--- src/rtl/bus_scheduler_pkg.sv ---
// Shared timing constants and state type for the RAM/bus time-slicer.
package bus_scheduler_pkg;

   localparam int SYS_CLOCK_MHZ = 64;
   localparam int CPU_MHZ       = 1;
   localparam int CYCLE_COUNT   = SYS_CLOCK_MHZ / CPU_MHZ;

   // Round up so a window is never shorter than the requested time.
   function automatic int ns_to_cycles(input int ns);
      return (ns * SYS_CLOCK_MHZ + 999) / 1000;
   endfunction

   localparam int ACCESS_CYCLES = ns_to_cycles(70);

   typedef enum logic [1:0] {
      IDLE,
      WB_ACCESS,
      CPU_ACCESS
   } bus_state_t;

endpackage

--- src/rtl/bus_scheduler_phase_counter.sv ---
// Free-running frame phase counter; exposes next-phase decodes so the
// scheduler can register its outputs in step with the phase.
module bus_phase_counter #(
   parameter int CYCLE_COUNT = 64
) (
   input  logic                           clock_i,
   input  logic                           reset_n_i,
   output logic [$clog2(CYCLE_COUNT)-1:0] phase_o,
   output logic [$clog2(CYCLE_COUNT)-1:0] phase_next_o,
   output logic                           frame_start_o,
   output logic                           phi2_half_o
);

   localparam int PHASE_W = $clog2(CYCLE_COUNT);
   localparam logic [PHASE_W-1:0] PHASE_LAST = PHASE_W'(CYCLE_COUNT - 1);
   localparam logic [PHASE_W-1:0] PHASE_HALF = PHASE_W'(CYCLE_COUNT / 2);

   logic [PHASE_W-1:0] phase_q;
   logic [PHASE_W-1:0] phase_d;

   always_comb begin
      if (phase_q == PHASE_LAST) begin
         phase_d = '0;
      end else begin
         phase_d = phase_q + PHASE_W'(1);
      end
   end

   always_ff @(posedge clock_i) begin
      if (!reset_n_i) begin
         phase_q <= '0;
      end else begin
         phase_q <= phase_d;
      end
   end

   assign phase_o       = phase_q;
   assign phase_next_o  = phase_d;
   assign frame_start_o = (phase_q == PHASE_LAST);
   assign phi2_half_o   = (phase_d >= PHASE_HALF);

endmodule

--- src/rtl/bus_scheduler.sv ---
// Time-slices the shared RAM/bus between the Wishbone port and the 6502 CPU,
// one fixed window per requester per CPU cycle, and generates phi2.
module bus_scheduler
   import bus_scheduler_pkg::*;
#(
   parameter int CYCLE_COUNT    = bus_scheduler_pkg::CYCLE_COUNT,
   parameter int WB_SLOT_PHASE  = 0,
   parameter int CPU_SLOT_PHASE = 40,
   parameter int ACCESS_CYCLES  = bus_scheduler_pkg::ACCESS_CYCLES
) (
   input  logic                           clock_i,
   input  logic                           reset_n_i,
   input  logic                           cpu_ready_i,
   input  logic                           cpu_reset_i,
   input  logic                           wb_cyc_i,
   input  logic                           wb_stb_i,
   output logic                           wb_stall_o,
   output logic                           wb_ack_o,
   output logic                           wb_grant_o,
   output logic                           cpu_grant_o,
   output logic                           ram_strobe_o,
   output logic                           cpu_phi2_o,
   output logic                           cpu_reset_n_o,
   output logic [$clog2(CYCLE_COUNT)-1:0] phase_o
);

   localparam int PHASE_W = $clog2(CYCLE_COUNT);
   localparam int CNT_W   = $clog2(ACCESS_CYCLES + 1);
   localparam logic [PHASE_W-1:0] WB_PH    = PHASE_W'(WB_SLOT_PHASE);
   localparam logic [PHASE_W-1:0] CPU_PH   = PHASE_W'(CPU_SLOT_PHASE);
   localparam logic [CNT_W-1:0]   CNT_LOAD = CNT_W'(ACCESS_CYCLES - 1);

   generate
      if ((ACCESS_CYCLES < 1) ||
          (WB_SLOT_PHASE + ACCESS_CYCLES > CYCLE_COUNT) ||
          (CPU_SLOT_PHASE + ACCESS_CYCLES > CYCLE_COUNT) ||
          (CPU_SLOT_PHASE < CYCLE_COUNT / 2) ||
          !((WB_SLOT_PHASE + ACCESS_CYCLES <= CPU_SLOT_PHASE) ||
            (CPU_SLOT_PHASE + ACCESS_CYCLES <= WB_SLOT_PHASE))) begin : g_bad_slots
         $error("bus_scheduler: access windows overlap or do not fit the frame");
      end
   endgenerate

   logic [PHASE_W-1:0] phase_s;
   logic [PHASE_W-1:0] phase_next_s;
   logic               frame_start_s;
   logic               phi2_half_s;

   bus_phase_counter #(
      .CYCLE_COUNT(CYCLE_COUNT)
   ) u_phase (
      .clock_i      (clock_i),
      .reset_n_i    (reset_n_i),
      .phase_o      (phase_s),
      .phase_next_o (phase_next_s),
      .frame_start_o(frame_start_s),
      .phi2_half_o  (phi2_half_s)
   );

   bus_state_t       state_q;
   logic [CNT_W-1:0] cnt_q;
   logic run_q, run_d;
   logic pending_q, pending_d;
   logic abort_q, abort_d;
   logic ack_q, ack_d;
   logic stall_q, strobe_q, phi2_q, cpu_reset_n_q;
   logic wb_grant_q, cpu_grant_q;
   logic accept_s, wb_start_s, cpu_start_s, window_end_s;

   // A pending request may still join the window at the very edge it was
   // accepted on, which is what lets a phase-63 strobe catch phase 0.
   always_comb begin
      accept_s     = wb_cyc_i && wb_stb_i && !stall_q;
      run_d        = frame_start_s ? cpu_ready_i : run_q;
      wb_start_s   = (state_q == IDLE) && (phase_next_s == WB_PH) &&
                     (accept_s || (pending_q && wb_cyc_i));
      cpu_start_s  = (state_q == IDLE) && (phase_next_s == CPU_PH) && run_d;
      window_end_s = (state_q != IDLE) && (cnt_q == '0);
      abort_d      = abort_q || ((state_q == WB_ACCESS) && !wb_cyc_i);
      ack_d        = 1'b0;
      if (accept_s) begin
         pending_d = 1'b1;
      end else if ((state_q == WB_ACCESS) && window_end_s) begin
         pending_d = 1'b0;
         ack_d     = !abort_d;
      end else if ((state_q != WB_ACCESS) && !wb_cyc_i) begin
         pending_d = 1'b0;
      end else begin
         pending_d = pending_q;
      end
   end

   always_ff @(posedge clock_i) begin
      if (!reset_n_i) begin
         state_q       <= IDLE;
         cnt_q         <= '0;
         run_q         <= 1'b0;
         cpu_reset_n_q <= 1'b0;
         phi2_q        <= 1'b0;
         pending_q     <= 1'b0;
         abort_q       <= 1'b0;
         ack_q         <= 1'b0;
         stall_q       <= 1'b0;
         strobe_q      <= 1'b0;
         wb_grant_q    <= 1'b0;
         cpu_grant_q   <= 1'b0;
      end else begin
         run_q <= run_d;
         if (frame_start_s) begin
            cpu_reset_n_q <= !cpu_reset_i;
         end else begin
            cpu_reset_n_q <= cpu_reset_n_q;
         end
         phi2_q    <= run_d && phi2_half_s;
         pending_q <= pending_d;
         ack_q     <= ack_d;
         stall_q   <= pending_d || ack_d;
         strobe_q  <= wb_start_s || cpu_start_s;
         case (state_q)
            IDLE: begin
               abort_q <= 1'b0;
               if (wb_start_s) begin
                  state_q    <= WB_ACCESS;
                  cnt_q      <= CNT_LOAD;
                  wb_grant_q <= 1'b1;
               end else if (cpu_start_s) begin
                  state_q     <= CPU_ACCESS;
                  cnt_q       <= CNT_LOAD;
                  cpu_grant_q <= 1'b1;
               end else begin
                  state_q <= IDLE;
                  cnt_q   <= '0;
               end
            end
            WB_ACCESS, CPU_ACCESS: begin
               if (window_end_s) begin
                  state_q     <= IDLE;
                  abort_q     <= 1'b0;
                  wb_grant_q  <= 1'b0;
                  cpu_grant_q <= 1'b0;
               end else begin
                  cnt_q   <= cnt_q - CNT_W'(1);
                  abort_q <= abort_d;
               end
            end
            default: begin
               state_q     <= IDLE;
               cnt_q       <= '0;
               abort_q     <= 1'b0;
               wb_grant_q  <= 1'b0;
               cpu_grant_q <= 1'b0;
            end
         endcase
      end
   end

   assign phase_o       = phase_s;
   assign wb_stall_o    = stall_q;
   assign wb_ack_o      = ack_q;
   assign wb_grant_o    = wb_grant_q;
   assign cpu_grant_o   = cpu_grant_q;
   assign ram_strobe_o  = strobe_q;
   assign cpu_phi2_o    = phi2_q;
   assign cpu_reset_n_o = cpu_reset_n_q;

endmodule

--- config.mk ---
export PLATFORM = sky130hd
export DESIGN_NAME = bus_scheduler
export DESIGN_NICKNAME = d
export VERILOG_FILES = /design/src/rtl/bus_scheduler_pkg.sv /design/src/rtl/bus_scheduler_phase_counter.sv /design/src/rtl/bus_scheduler.sv
export SDC_FILE = /design/constraint.sdc
export NUM_CORES = 1
export LEC_CHECK = 0
export CAP_MARGIN = 20
export CORE_MARGIN = 4
export CORE_UTILIZATION = 50
export DETAILED_ROUTE_END_ITERATION = 16
export PLACE_DENSITY = 0.8
export SKIP_LAST_GASP = 1
export SLEW_MARGIN = 20
export SYNTH_ARGS = -nofsm -noshare
export SYNTH_HDL_FRONTEND = slang
export SYNTH_SLANG_ARGS = --single-unit
export TNS_END_PERCENT = 5
--- constraint.sdc ---
create_clock -name clock_i -period 1.92 [get_ports clock_i]
set_input_delay 0.384 -clock clock_i [delete_from_list [all_inputs] [get_ports clock_i]]
set_output_delay 0.384 -clock clock_i [all_outputs]
set_load 0.005 [all_outputs]
# Yosys cells after proc, flatten, opt, wreduce, memory -nomap -nowiden

Index checks and enable logic that the tools add are counted.

Add/sub/neg operators: 2
Magnitude comparators: 1
Eq/ne operators: 10
Muxes and demuxes: 21
Bitwise operators: 2
Reductions and logical operators: 28

Operator list:

| cell                | number |
|---|---|
| $eq 6x6->1 const B  | 2 |
| $logic_and 1x1->1   | 12 |
| $mux 1              | 10 |
| $ne 2x2->1 const B  | 5 |
| $mux 3              | 3 |
| $add 6x1->6 const B | 1 |
| $ge 6x6->1 const B  | 1 |
| $logic_not 6->1     | 1 |
| $mux 2              | 3 |
| $mux 6              | 1 |
| $pmux 3 s2          | 1 |
| $logic_not 1->1     | 4 |
| $logic_or 1x1->1    | 4 |
| $pmux 1 s2          | 2 |
| $pmux 2 s2          | 1 |
| $logic_not 3->1     | 1 |
| $reduce_and 3->1    | 1 |
| $reduce_or 3->1     | 1 |
| $sub 3x1->3 const B | 1 |
| $eq 2x1->1 const B  | 1 |
| $eq 2x2->1 const B  | 1 |
| $logic_not 2->1     | 1 |
| $ne 2x1->1 const B  | 1 |
| $not 1->1           | 2 |
| 3 further kinds     | 3 |

Flip-flop bits (word level): 21
Output and inout port bits: 13

# Depth between registers and ports, before layout

Depth in word-level cells: 8
Mapped depth: 7
Gate-level depth less buffers: 7

# Modules after synthesis

Synthesis repeated with hierarchy kept, for this count alone.

Cells, all modules: 105
Area total of the unflattened synthesis: 949.7 um^2

Modules (own cells, without submodules):

| module            | times used | cells each | area an instance (um^2) | sequential area each (um^2) |
|---|---|---|---|---|
| bus_scheduler     | 1          | 75         | 678.2                   | 300.3 |
| bus_phase_counter | 1          | 30         | 271.5                   | 120.1 |

# Least setup slack after synthesis

OpenSTA, ideal clock, no wires.

Kind: register -> register
Start: reg u_phase.phase_q[0], in the netlist u_phase.phase_o[0]
End: reg cnt_q[2]
Setup time: 0.103 ns
Arrival time: 1.498 ns
Data required time: 1.817 ns
Setup slack: 0.319 ns
Stages on the path, launching flop included: 8
Path buffers: 1
Clock period less this slack: 1.601 ns
Cell sequence: dfxtp_1 > ha_1 > buf_6 > nand2_1 > nand2_1 > a311oi_2 > o21ai_2 > a2111oi_2

Cells in the longest elaborated chain, start to end: 8
Elaborated cells on any way between the ends: 13
Classes of those cells: add/sub (1); eq/ne (2); mux (5); reduce/logical (5)

Ends and longest elaborated chain:

| element                                   | RTL line                                                                                                | RTL |
|---|---|---|
| from (decl)                               | bus_scheduler_phase_counter.sv:18                                                                       | `logic [PHASE_W-1:0] phase_q;` |
| from (signal assigned)                    | bus_scheduler_phase_counter.sv:33                                                                       | `phase_q <= phase_d;` |
| $add 6x1->6 or $eq 6x6->1 (tied branches) | bus_scheduler_phase_counter.sv:25, bus_scheduler_phase_counter.sv:22, bus_scheduler_phase_counter.sv:39 |  |
| $mux 6                                    | bus_scheduler_phase_counter.sv:22                                                                       | `if (phase_q == PHASE_LAST) begin` |
| $eq 6x6->1                                | bus_scheduler.sv:77                                                                                     | `cpu_start_s = (state_q == IDLE) && (phase_next_s == CPU_PH) && run_d;` |
| $logic_and 1x1->1 (2 in a row)            | bus_scheduler.sv:77                                                                                     |  |
| $mux 3                                    | bus_scheduler.sv:126                                                                                    | `end else if (cpu_start_s) begin` |
| $mux 3 (*)                                | bus_scheduler.sv:122                                                                                    | `if (wb_start_s) begin` |
| $pmux 3 s2 (*)                            | bus_scheduler.sv:119                                                                                    | `case (state_q)` |
| to (signal assigned)                      | bus_scheduler.sv:142                                                                                    | `cnt_q <= cnt_q - CNT_W'(1);` |
| to (decl)                                 | bus_scheduler.sv:61                                                                                     | `logic [CNT_W-1:0] cnt_q;` |

Mark *: on every way between the ends. The rest lies on a longest branch, timed or not.
A chain may end at the register's enable or synchronous reset.

# Worst setup path in the final report

Start: reg u_phase.phase_q[2], in the netlist u_phase.phase_o[2]
End: out phase_o[2]

RTL lines:

| element   | RTL line            | RTL |
|---|---|---|
| to (decl) | bus_scheduler.sv:24 | `output logic [$clog2(CYCLE_COUNT)-1:0] phase_o` |

No word-level cell between the ends.

==> results.sh <==
export IMPL_use_met2_pct=26.2
export IMPL_initial_utilization_pct=52.6
export IMPL_startpoint_type="flop"
export IMPL_min_from="state_q[1]"
export IMPL_synth_fp_nets=127
export IMPL_max_freq_ghz=0.543
export IMPL_remaining_drc_errors=0
export IMPL_port_buffers=18
export IMPL_nets=148
export IMPL_crit_type="reg2out"
export IMPL_hold_class="reg2reg"
export IMPL_ir_drop_mv=0.410
export IMPL_syn_avg_cell_area_sq_um=8.96
export IMPL_slowest_stage="dfxtp_1"
export IMPL_antenna_found_initial=0
export IMPL_grt_pass1_vias=791
export IMPL_largest_register_ffs=6
export IMPL_cts_sinks=21
export IMPL_synthCells=114
export IMPL_power_density_nw_per_um2=589
export IMPL_worstReg2RegStart="u_phase.phase_o[1]"
export IMPL_fin_crit_sh_pct=95.9
export IMPL_drtPass1Iterations=4
export IMPL_netlist_cell_type_count=30
export IMPL_worstHoldEndpoint="state_q[1]"
export IMPL_finalWorstSetupSlack_ns=0.0786
export IMPL_ys_warnings_count=0
export IMPL_hpwl_microns=1540
export IMPL_crit_family="flip-flops"
export IMPL_clk_path_buf_depth=2
export IMPL_worst_path_max_fanout=10
export IMPL_dieWidth_microns=53.2
export IMPL_rsz0062_at_grt="false"
export IMPL_rows=16
export IMPL_final_setup_tns_ns=0
export IMPL_leakage_nw=0.470
export IMPL_grt_overflow_total=0
export IMPL_avgViaCountPerCell=5.17
export IMPL_slew_headroom_pct=73.5
export IMPL_core_sq_um=1940
export IMPL_insertedDiodeCount=0
export IMPL_reg2reg_depth=6
export IMPL_grt_max_degree=13
export IMPL_critPathCaptureType="primary output"
export IMPL_arrival_ns=1.46
export IMPL_path_buf_inv=1
export IMPL_cts_setup_buffers=0
export IMPL_drive_gt1_share_pct=11.2
export IMPL_instances_no_fill=161
export IMPL_insertion_delay_ns=0.29
export IMPL_area_growth_pct=21.7
export IMPL_dpl_cell_count=157
export IMPL_clk_pin_slew_worst_paths_ns=0.11
export IMPL_avgRoutedWirePerCell_microns=11.9
export IMPL_skew_ns=0.00242
export IMPL_setup_violations=0
export IMPL_min_period_ns=1.84
export IMPL_slew_viol_final=0
export IMPL_maxCapViolations=0
export IMPL_gp_routability_congestion=0.762
export IMPL_hold_depth=2
export IMPL_critPathMaxStageDelay_ns=0.58
export IMPL_wl_microns=1920
export IMPL_path_cells="clkdlybuf4s50_1"
export IMPL_status="completed"
export IMPL_path_depth=1
export IMPL_hold_viol=0
export IMPL_cts_max_level=1
export IMPL_ys_ff_latch=21
export IMPL_rr_endpoint="cnt_q[2]"
export IMPL_ys_seq_area_share_pct=41.2
export IMPL_grt_first_pass_wirelength_microns=3270
export IMPL_worstPathRequired_ns=1.54
export IMPL_num_vias=833
export IMPL_rrSetupSlack_ns=0.22
export IMPL_syn_area_sq_um=1020
export IMPL_cts_buffers=3
export IMPL_num_fill_cells=172
export IMPL_die_y_microns=53.2
export IMPL_dp_slack_ns=0.0459
export IMPL_ant_nets=0
export IMPL_tightest_slew_ns=0.397
export IMPL_cts_hold_buf=0
export IMPL_pin_count=19
export IMPL_cts_tree="built"
export IMPL_drtIter0Drc=5
export IMPL_cts_root_buf="clkbuf_4"
export IMPL_track_usage_pct=15.8
export IMPL_grt_most_used_layer="met2"
export IMPL_grt_use_met1_pct=19.5
export IMPL_die_area_sq_um=2830
export IMPL_met3_usage_pct=2.82
==> per-layer routing <==
layer,vias to the layer above,wire length (microns)
li1,428,-
met3,6,86
met5,-,0
met4,0,40
met1,383,897
met2,16,895
==> cell usage after synthesis (all sizes together) <==
master / n / area, sq um
a2111oi: 1 / 15.0
o21ai: 6 / 33.8
inv: 6 / 22.5
mux2i: 1 / 10.0
nor2: 10 / 37.5
a311oi: 1 / 15.0
and3: 2 / 12.5
nand4b: 1 / 8.76
o31ai: 1 / 7.51
buf: 4 / 41.3
o311a: 1 / 10.0
clkbuf: 1 / 3.75
nor3: 4 / 20.0
and2: 6 / 37.5
or2: 1 / 6.26
xor2: 3 / 26.3
a21oi: 8 / 40.0
nand2: 13 / 48.8
xnor2: 3 / 26.3
a31oi: 2 / 12.5
ha: 7 / 87.6
nor2b: 2 / 12.5
o21a: 1 / 7.51
nor3b: 1 / 12.5
dfxtp: 21 / 420
nand3: 7 / 45.0
==> kinds of logic after synthesis <==
family | after synthesis | share of synthesized area [%]
adders and majority gates | 7 | 8.58
xor gates and xnor gates | 6 | 5.15
DFF | 21 | 41.2
and+or+nand+nor | 47 | 23.7
buffers and inverters | 11 | 6.62
muxes | 1 | 0.980
AOI/OAI and AO/OA | 21 | 13.8
==> how the worst max path moves through the flow <==
stage / endpoint / slack, ns / from
floorplan: cnt_q[2] / 0.32 / u_phase.phase_o[0]
global route: cnt_q[2] / 0.02 / u_phase.phase_o[1]
detailed placement: cnt_q[2] / 0.05 / wb_stb_i
CTS: phase_o[2] / 0.08 / u_phase.phase_o[2]
finish: phase_o[2] / 0.08 / u_phase.phase_o[2]
global placement: cnt_q[2] / 0.12 / wb_stb_i
==> report_power, final <==
group	total (W)	leakage (nW)	internal (W)	switching, W
Combinational	0.0000719	0.282	0.0000405	0.0000313
Clock	0.000203	0.0177	0.0000774	0.000126
Sequential	0.000457	0.170	0.000444	0.0000122
==> per-stage QoR <==
step / utilization, % / cell area, sq um / hold WS (ns) / total power [W]
floorplan: - / 1020 / 0.453 / 0.000503
CTS: 63.9 / 1240 / 0.494 / 0.000742
detailed placement: 62.4 / 1210 / 0.478 / 0.000538
global route: 64.0 / 1240 / 0.523 / 0.000770
global placement: 62.4 / 1210 / 0.462 / 0.000536
finish: 64.0 / 1240 / 0.488 / 0.000732
==> repair_timing <==
action,CTS,global route
hold endpoints to repair,0,0
endpoints found under the setup margin,0,1
gates resized for setup,0,1
==> placed cells by master (no fill, tap or decap), types with 2 or more instances in the layout <==
master           netlist  final
a21oi_1                8      8
a31oi_1                2      2
and2_1                 6      6
and3_1                 2      2
buf_4                  1      3
clkbuf_4               0      3
clkdlybuf4s50_1        0     18
dfxtp_1               21     21
ha_1                   7      6
inv_1                  6      6
nand2_1               13     13
nand3_1                5      5
nand3_2                2      2
nor2_1                10     10
nor2b_1                2      2
nor3_1                 4      4
o21ai_0                4      4
xnor2_1                3      3
xor2_1                 3      3
==> final cells by class <==
cell class	instances	area [sq um]	share of cell area, %
multi-input combinational	82	536	43.1
sequential	21	420	33.8
timing repair buffer	21	203	16.3
tap	27	33.8	2.72
clock buffer	3	22.5	1.81
inverter	6	22.5	1.81
clock inverter	1	5.00	0.403
No activity file was read; power rests on OpenSTA's default activity.
